### config.mk
export PLATFORM = sky130hd
export DESIGN_NAME = dot_matrix_scan_ctrl
export DESIGN_NICKNAME = d
export VERILOG_FILES = /design/src/rtl/dot_matrix_pkg.sv /design/src/rtl/dot_matrix_seg_decode.sv /design/src/rtl/dot_matrix_scan_ctrl.sv
export SDC_FILE = /design/constraint.sdc
export NUM_CORES = 1
export LEC_CHECK = 0
export CAP_MARGIN = 20
export CORE_MARGIN = 4
export CORE_UTILIZATION = 52
export CTS_CLUSTER_DIAMETER = 30
export DETAILED_ROUTE_END_ITERATION = 16
export PLACE_DENSITY_LB_ADDON = 0.3
export SYNTH_ARGS = -nofsm -noshare
export SYNTH_HDL_FRONTEND = slang
export SYNTH_SLANG_ARGS = --single-unit
export TNS_END_PERCENT = 10
### constraint.sdc
create_clock -name clk_div -period 4.2 [get_ports clk_div]
set_input_delay 0.42 -clock clk_div [delete_from_list [all_inputs] [get_ports clk_div]]
set_output_delay 0.42 -clock clk_div [all_outputs]
set_load 0.005 [all_outputs]
### src/rtl/dot_matrix_pkg.sv
// Shared constants, scan-state encoding and helper functions for the dot-matrix scan controller.
// Latency: n/a (package only).
// Backpressure: n/a (package only).
package dot_matrix_pkg;

    localparam int DEF_ROWS  = 8;
    localparam int DEF_COLS  = 8;
    localparam int DEF_LANES = 4;
    localparam int DEF_SEG_W = 2;

    // Widest row count the row-select helper supports.
    localparam int MAX_ROWS = 64;

    typedef enum logic {
        ST_IDLE = 1'b0,     // dark: after reset or while blanked
        ST_SCAN = 1'b1      // rows are being driven
    } scan_state_t;

    // Width of a lane's marker position field.
    function automatic int pw_width(input int cols, input int seg_w);
        return ((cols / seg_w) > 1) ? $clog2(cols / seg_w) : 1;
    endfunction

    // Active-low row select: bit (rows-1-r) low, all others high.
    function automatic logic [MAX_ROWS-1:0] row_sel(input int unsigned r, input int unsigned rows);
        logic [MAX_ROWS-1:0] one;
        one = {{(MAX_ROWS-1){1'b0}}, 1'b1};
        return ~(one << (rows - 1 - r));
    endfunction

endpackage

### src/rtl/dot_matrix_seg_decode.sv
// Maps a marker position to its lit column pattern (SEG_W adjacent columns, position 0 at the MSB end).
// Latency: combinational.
// Backpressure: none.
// Ports: pos - marker position (PW bits); col - column pattern (COLS bits, active high).
module dot_matrix_seg_decode
    import dot_matrix_pkg::*;
#(
    parameter int COLS  = DEF_COLS,
    parameter int SEG_W = DEF_SEG_W,
    parameter int PW    = pw_width(DEF_COLS, DEF_SEG_W)
) (
    input  logic [PW-1:0]   pos,
    output logic [COLS-1:0] col
);

    localparam logic [COLS-1:0] SEG_MASK = {{SEG_W{1'b1}}, {(COLS-SEG_W){1'b0}}};

    assign col = SEG_MASK >> (int'(pos) * SEG_W);

endmodule

### src/rtl/dot_matrix_scan_ctrl.sv
// Row-scanning driver for a lane-partitioned LED dot matrix with a one-deep placement update slot.
// Latency: outputs registered; a placement accepted in frame N is shown from the start of frame N+1.
// Backpressure: upd_ready low while the pending slot holds an unapplied placement.
// Ports: clk_div/reset (async active-high); blank (sync scan clear); upd_valid/upd_ready/place_in
// (placement handshake, lane 0 in MSB field); blink_mask (bit 0 = lane 0); dot_row (active-low
// row select); dot_column (active-high column data); frame_start (pulse on row 0 entry).
// Optional feature: define DOT_MATRIX_BLINK_EN to enable per-lane blinking every BLINK_FRAMES frames.
module dot_matrix_scan_ctrl
    import dot_matrix_pkg::*;
#(
    parameter int ROWS         = DEF_ROWS,
    parameter int COLS         = DEF_COLS,
    parameter int LANES        = DEF_LANES,
    parameter int SEG_W        = DEF_SEG_W,
    parameter int DWELL        = 1,
    parameter int BLINK_FRAMES = 16,
    localparam int PW          = pw_width(COLS, SEG_W)
) (
    input  logic                clk_div,
    input  logic                reset,
    input  logic                blank,
    input  logic                upd_valid,
    output logic                upd_ready,
    input  logic [LANES*PW-1:0] place_in,
    input  logic [LANES-1:0]    blink_mask,
    output logic [ROWS-1:0]     dot_row,
    output logic [COLS-1:0]     dot_column,
    output logic                frame_start
);

    localparam int RPL = ROWS / LANES;
    localparam int RW  = (ROWS > 1) ? $clog2(ROWS) : 1;
    localparam int DW  = (DWELL > 1) ? $clog2(DWELL) : 1;

    scan_state_t         state_q, state_d;
    logic [RW-1:0]       row_q, row_d;
    logic [DW-1:0]       dwell_q, dwell_d;
    logic [LANES*PW-1:0] pend_q, pend_d;
    logic                pend_full_q, pend_full_d;
    logic [LANES*PW-1:0] active_q, active_d;
    logic [ROWS-1:0]     dot_row_q, dot_row_d;
    logic [COLS-1:0]     dot_column_q, dot_column_d;
    logic                frame_start_q, frame_start_d;

    logic                entry;       // this edge enters row 0
    logic [PW-1:0]       pos_sel;
    logic [COLS-1:0]     col_pat;
    logic                blink_off;

    // Scan state, counters and update handshake
    always_comb begin
        state_d     = state_q;
        row_d       = row_q;
        dwell_d     = dwell_q;
        pend_d      = pend_q;
        pend_full_d = pend_full_q;
        active_d    = active_q;
        entry       = 1'b0;

        if (blank) begin
            state_d = ST_IDLE;
            row_d   = '0;
            dwell_d = '0;
        end else if (state_q == ST_IDLE) begin
            // First unblanked edge starts a fresh frame.
            state_d = ST_SCAN;
            row_d   = '0;
            dwell_d = '0;
            entry   = 1'b1;
        end else if (dwell_q == DW'(DWELL - 1)) begin
            dwell_d = '0;
            if (row_q == RW'(ROWS - 1)) begin
                row_d = '0;
                entry = 1'b1;
            end else begin
                row_d = row_q + 1'b1;
            end
        end else begin
            dwell_d = dwell_q + 1'b1;
        end

        // Apply only on frame boundaries so a frame never mixes placements.
        if (entry && pend_full_q) begin
            active_d    = pend_q;
            pend_full_d = 1'b0;
        end
        // Capture needs an empty slot, so it never collides with the apply above;
        // a capture on a row-0 entry edge waits for the following frame.
        if (upd_valid && !pend_full_q) begin
            pend_d      = place_in;
            pend_full_d = 1'b1;
        end
    end

`ifdef DOT_MATRIX_BLINK_EN
    localparam int FW = $clog2(BLINK_FRAMES + 1);

    logic [FW-1:0] frm_cnt_q, frm_cnt_d;   // frames started in the current phase
    logic          phase_q, phase_d;

    always_comb begin
        frm_cnt_d = frm_cnt_q;
        phase_d   = phase_q;
        if (entry) begin
            if (frm_cnt_q == FW'(BLINK_FRAMES)) begin
                frm_cnt_d = FW'(1);
                phase_d   = ~phase_q;
            end else begin
                frm_cnt_d = frm_cnt_q + 1'b1;
            end
        end
    end

    always_ff @(posedge clk_div or posedge reset) begin
        if (reset) begin
            frm_cnt_q <= '0;
            phase_q   <= 1'b0;
        end else begin
            frm_cnt_q <= frm_cnt_d;
            phase_q   <= phase_d;
        end
    end
`else
    logic unused_blink;
    assign unused_blink = (^blink_mask) ^ (BLINK_FRAMES > 0);
`endif

    // Select the lane field (and blink enable) for the row about to be driven.
    always_comb begin
        int lane_i;
        lane_i    = 32'(row_d) / RPL;
        pos_sel   = '0;
        blink_off = 1'b0;
        for (int l = 0; l < LANES; l++) begin
            if (lane_i == l) begin
                pos_sel = active_d[(LANES-1-l)*PW +: PW];
`ifdef DOT_MATRIX_BLINK_EN
                blink_off = phase_d & blink_mask[l];
`endif
            end
        end
    end

    dot_matrix_seg_decode #(
        .COLS  (COLS),
        .SEG_W (SEG_W),
        .PW    (PW)
    ) u_seg_decode (
        .pos (pos_sel),
        .col (col_pat)
    );

    // Row and column registers are computed from the same next-row value so they switch together.
    always_comb begin
        dot_row_d     = '1;
        dot_column_d  = '0;
        frame_start_d = 1'b0;
        if (!blank) begin
            dot_row_d     = ROWS'(row_sel(32'(row_d), ROWS));
            dot_column_d  = blink_off ? '0 : col_pat;
            frame_start_d = entry;
        end
    end

    always_ff @(posedge clk_div or posedge reset) begin
        if (reset) begin
            state_q       <= ST_IDLE;
            row_q         <= '0;
            dwell_q       <= '0;
            pend_q        <= '0;
            pend_full_q   <= 1'b0;
            active_q      <= '0;
            dot_row_q     <= '1;
            dot_column_q  <= '0;
            frame_start_q <= 1'b0;
        end else begin
            state_q       <= state_d;
            row_q         <= row_d;
            dwell_q       <= dwell_d;
            pend_q        <= pend_d;
            pend_full_q   <= pend_full_d;
            active_q      <= active_d;
            dot_row_q     <= dot_row_d;
            dot_column_q  <= dot_column_d;
            frame_start_q <= frame_start_d;
        end
    end

    assign upd_ready   = ~pend_full_q;
    assign dot_row     = dot_row_q;
    assign dot_column  = dot_column_q;
    assign frame_start = frame_start_q;

endmodule

==> results.yml, run 1 <==
status:
  outcome: "finished clean"
route:
  met2_length_um: 1420
  vias_per_cell: 5.29
  drt-initial-drc-count: 20
  route.detailed.drc: 0
  drtPass1Iterations: 4
  wl_per_cell_um: 13.8
  drtAntennaViolNets: 0
  met3_length_um: 162
  routed.top_layer: "met4"
  num_vias: 1016
  drt-total-wl_um: 2650
  wl_met1_um: 1030
clocking:
  cts_sinks: 34
  postCtsHoldBufs: 0
  post_cts_buffers: 0
  cts_tree: "built"
  numCtsBuffers: 5
  post_cts_resized: 0
  clock_path_buffers: 2
  path_clk_slew_ns: 0.11
  clockRootBuffer: "clkbuf_4"
  clock_latency_ns: 0.33
  htree_levels: 2
worst_setup_path:
  path_class: "reg2reg"
  critPathArrivalTime_ns: 2.62
  worstPathRequired_ns: 4.48
  r2r_cells: 7
  r2r-end: "dot_column[6]"
  r2r-start: "row_q[0]"
  cp-start-kind: "flip-flop"
  reg2reg_slack_ns: 1.86
  path_max_fanout: 6
  endpoint_kind: "flip-flop"
flow_run:
  maxCapViolCount: 0
timing:
  fin_ws_ns: 1.86
  fmax_ghz: 0.428
  setup_tns_ns: 0
  drv_slew: 0
  rsz0062_at_grt: "false"
  setup_viol: 0
  hold_viol: 0
  timing_worst_slew_pin_value_ns: 0.857
  min_period_ns: 2.34
  slew_headroom_pct: 42.8
  finalCritPeriodShare_pct: 55.6
  fin_worst_skew_ns: 0.0128
pwr:
  irDropWorstVdd_mv: 0.407
  switching_share_pct: 23.8
  p_clk_share_pct: 35.0
  power_density_nw_per_um2: 471
  p_leak_nw: 0.852
  seq_power_share_pct: 46.8
  p_int_w: 0.000672
  switchingPower_w: 0.000210
  comb_power_share_pct: 18.2
grt:
  grt_use_total_pct: 16.6
  grt_pass1_wl_um: 4460
  overflow: 0
  grt_max_degree: 24
  grt_pass1_vias: 1030
  antenna_found_initial: 0
finish:
  areaGrowthSynthToFinish_pct: 26.7
  final_nets: 178
  drive_above_1_share_pct: 18.6
  antenna_cells: 0
  design_area_sq_um: 1870
  utilization_pct: 68.5
  fillCellCount: 212
  final-instance-count-excl-fill: 192
logic_synthesis:
  synth-seq-cells: 34
  syn_nets: 150
  synthTopCellsByCount: "dfrtp_1, nand2_1, dfstp_2"
  syn_area_per_cell_sq_um: 11.2
  syn_inst: 132
  yosysMostFrequentCell: "dfrtp_1"
  synth_edf_count: 0
  netlist.top_cell.by_area: "dfrtp_1"
  ys_warn_count: 0
  synth.area.top_cells: "dfrtp_1, dfstp_2, nand2_1"
  synth_flop_cell: "dfrtp_1"
  seq_area_frac_synth_pct: 58.3
  synth_top_area_share_pct: 44.0
  synth-async-reset-ratio_pct: 100
  synthesis.area_sq_um: 1480
  ys_types: 35
floorplanning:
  fp.dieArea_sq_um: 3760
  ios: 34
  die_w_um: 61.3
  start_util_pct: 54.1
  die_h_um: 61.3
  fp.coreArea_sq_um: 2730
  rows: 19
placed_design:
  dpl.hpwl_um: 2060
  pre_cts_slack_ns: 1.62
  gp_congestion: 0.838
  dp_cells: 184
  port_buffers: 29
  place_area_sq_um: 1760
worst_hold_path:
  hold_depth: 2
  hold-path-endpoint: "active_q[0]"
  hp-start: "active_q[0]"
  hold_path_class: "reg2reg"
worst max-delay path, cell delays in order (launching register included):
cell      delay (ns)
dfrtp_1         0.38
ha_1            0.16
ha_1            0.18
and2b_4         0.22
nor2_4          0.20
mux4_2          0.54
a211oi_2        0.36
and4_1          0.23
final cells by class:
class                   count  area [sq um]  share of cell area (%)
flip-flops and latches     34           861                    46.0
well taps                  31          38.8                    2.07
clock buffers               6          51.3                    2.74
inverters                   6          22.5                    1.20
repair buffers             30           298                    15.9
clock inverters             2          60.1                    3.21
multi-input cells          83           541                    28.9
worst max path at each step:
stage	startpoint	cells after the start	to
floorplan	row_q[0]	7	dot_column[6]
global placement	blank	6	dot_column[6]
detailed placement	blank	6	dot_column[6]
CTS	row_q[0]	7	dot_column[6]
global route	row_q[0]	7	dot_column[6]
finish	row_q[0]	7	dot_column[6]
registers in the layout (all words and copies together) (netlist names):
| name | count |
|---|---|
| pend_q | 8 |
| state_q | 1 |
| dot_row | 8 |
| dot_column | 4 |
| row_q | 3 |
| pend_full_q | 1 |
| frame_start | 1 |
| active_q | 8 |
power groups by stage:
stage	Combinational (W)	Clock, W	Sequential (W)
after global routing	0.000182	0.000330	0.000421
after detailed placement	0.000162	0	0.000421
after CTS	0.000163	0.000315	0.000414
after floorplan	0.000108	0	0.000412
final	0.000160	0.000309	0.000413
after global placement	0.000156	0	0.000416
stage by stage:
step	hold slack, ns	power [W]
4_1_cts	0.483	0.000892
5_1_grt	0.506	0.000933
6_report	0.478	0.000882
3_5_place_dp	0.458	0.000583
3_3_place_gp	0.455	0.000571
2_1_floorplan	0.440	0.000520
metal layers:
| metal | track usage (%) | vias to the layer above |
|---|---|---|
| met4 | 8.05 | 0 |
| met1 | 18.1 | 489 |
| met5 | 0 | - |
| met3 | 4.40 | 4 |
| met2 | 29.8 | 25 |
| li1 | - | 498 |
cell usage in the layout (no fill, tap or decap), drive strengths merged, types with 2 or more instances in the layout:
master	Yosys	routed
a211oi	2	2
bufinv	0	2
nand2b	2	2
a21oi	3	3
o311ai	2	2
nor2	8	8
inv	6	6
mux2i	2	2
nand2	24	24
clkdlybuf4s50	0	29
ha	2	2
dfstp	8	8
nand3	6	6
clkbuf	3	6
and2b	2	2
nor2b	5	5
mux2	7	7
dfrtp	26	26
o21ai	7	7
cells by family (layout without fill, tap and decap cells):
logic type | after synthesis | count (layout) | share of synthesized area, %
adder cells (fa/ha/maj) | 2 | 2 | 1.69
flip-flops | 34 | 34 | 58.3
AO/OA/AOI/OAI | 19 | 19 | 8.89
buffers and inverters | 15 | 44 | 5.16
multiplexers | 10 | 10 | 8.21
AND/OR/NAND/NOR | 52 | 52 | 17.8
(Power assumes the default switching activity.)
==> run 2: changes to the inputs <==
CORE_UTILIZATION = 49   (was 52)
clock period = 2.3 ns   (was 4.2 ns; I/O delays follow)
==> results.yml, run 2 (synthesis results as in run 1) <==
timing:
  timing_worst_slew_pin_value_ns: 0.522
  drv_slew: 0
  finalCritPeriodShare_pct: 98.4
  setup_viol: 0
  hold_viol: 0
  min_period_ns: 2.26
  slew_headroom_pct: 64.8
  rsz0062_at_grt: "false"
  fin_worst_skew_ns: 0.0115
  setup_tns_ns: 0
  whs_ns: 0.266
  fmax_ghz: 0.442
floorplanning:
  fp.dieArea_sq_um: 3960
  start_util_pct: 52.2
  rows: 19
  ios: 34
  die_h_um: 62.9
  die_w_um: 62.9
  fp.coreArea_sq_um: 2830
route:
  drtPass1Iterations: 4
  num_vias: 1070
  drtAntennaViolNets: 0
  vias_per_cell: 5.32
  drt-total-wl_um: 2880
  drt-initial-drc-count: 30
  route.detailed.drc: 0
  wl_per_cell_um: 14.3
worst_setup_path:
  slowest_delay_ns: 0.55
  cpMostUsedCell: "ha_4"
  path_max_fanout: 5
  endpoint_kind: "flip-flop"
  path_cells: "ha_4 -> ha_4 -> and2b_4 -> nor2_4 -> mux4_2 -> a211oi_4 -> and4_1"
  path_class: "reg2reg"
  cp-start-kind: "flip-flop"
  worstPathRequired_ns: 2.57
  path_buf_inv: 0
  path_delay_family: "simple AND/OR/NAND/NOR gates"
  critPathArrivalTime_ns: 2.54
  slowest_stage: "mux4_2"
clocking:
  cts_tree: "built"
  cts_sinks: 34
  clockRootBuffer: "clkbuf_4"
  numCtsBuffers: 5
  path_clk_slew_ns: 0.11
  clock_path_buffers: 2
  clock_latency_ns: 0.34
  postCtsHoldBufs: 0
  htree_levels: 2
finish:
  drive_above_1_share_pct: 24.1
  final-instance-count-excl-fill: 201
  final_common_cell: "clkdlybuf4s50_1"
  antenna_cells: 0
  fillCellCount: 229
  utilization_pct: 68.5
  areaGrowthSynthToFinish_pct: 31.2
  mostFrequentLayoutCells: "clkdlybuf4s50_1, dfrtp_1, nand2_1"
  final_nets: 187
grt:
  grt_use_total_pct: 15.7
  grt_pass1_vias: 1036
  overflow: 0
  antenna_found_initial: 0
  grt_pass1_wl_um: 4810
  grt_max_degree: 35
pwr:
  comb_power_share_pct: 21.2
  switchingPower_w: 0.000399
  seq_power_share_pct: 50.5
  switching_share_pct: 26.6
  p_clk_share_pct: 28.3
  power_density_nw_per_um2: 773
  irDropWorstVdd_mv: 0.681
  p_leak_nw: 0.881
  p_int_w: 0.00110
placed_design:
  gp_congestion: 0.916
  dpl.hpwl_um: 2090
  dp_cells: 188
  port_buffers: 29
status:
  outcome: "finished clean"
flow_run:
  maxCapViolCount: 0
worst_hold_path:
  hold_path_class: "in2async"
[run 2: final cells by class]
type / count / area (sq um) / area share, %
well taps: 31 / 38.8 / 2.00
flip-flops and latches: 34 / 861 / 44.4
multi-input cells: 83 / 573 / 29.6
inverters: 6 / 22.5 / 1.16
repair buffers: 39 / 365 / 18.9
clock inverters: 3 / 40.0 / 2.07
clock buffers: 5 / 37.5 / 1.94
[run 2: worst min-delay path, stage by stage]
cell,delay [ns]
clkdlybuf4s50_1,0.39
inv_1,0.06
buf_4,0.36
[run 2: per-stage QoR]
step | total power, W | area [sq um] | setup slack (ns)
after floorplan | 0.000949 | 1480 | 0.230
after global placement | 0.00105 | 1790 | 0.0562
after detailed placement | 0.00107 | 1790 | -0.0136
after CTS | 0.00150 | 1880 | 0.0210
after global routing | 0.00159 | 1940 | 0.00230
final | 0.00150 | 1940 | 0.0358
[run 2: routing by layer]
layer  part of all wire (%)  track usage (%)  routed length, um  vias up
met5                      0                0                  0        -
met3                    4.7             3.24                134       11
met4                    3.2             9.37                 91        0
met2                     48             24.5               1390       38
met1                     44             20.1               1260      508
li1                       -                -                  -      513
[run 2: final timing paths]
kind / start / endpoint / slack (ns) / cells after the start
min in group clk_div: place_in[3] / pend_q[3] / 0.47 / 3
hold reg to reg: active_q[3] / active_q[3] / 0.48 / 2
max in group asynchronous: reset / dot_row[2] / 1.70 / 3
setup reg to reg: row_q[0] / dot_column[6] / 0.04 / 7
hold / removal: reset / active_q[4] / 0.27 / 3
setup / recovery: row_q[0] / dot_column[6] / 0.04 / 7
[run 2: power groups by stage]
stage / logic (W) / clock network (W) / registers [W]
floorplan: 0.000196 / 0 / 0.000753
global placement: 0.000290 / 0 / 0.000760
detailed placement: 0.000302 / 0 / 0.000767
CTS: 0.000310 / 0.000437 / 0.000756
global route: 0.000349 / 0.000471 / 0.000769
finish: 0.000318 / 0.000424 / 0.000757
[run 2: what timing repair did]
item,CTS,global route
buffers inserted,0,5
gates resized for setup,1,5
pin swaps,1,5
endpoints found under the setup margin,2,4
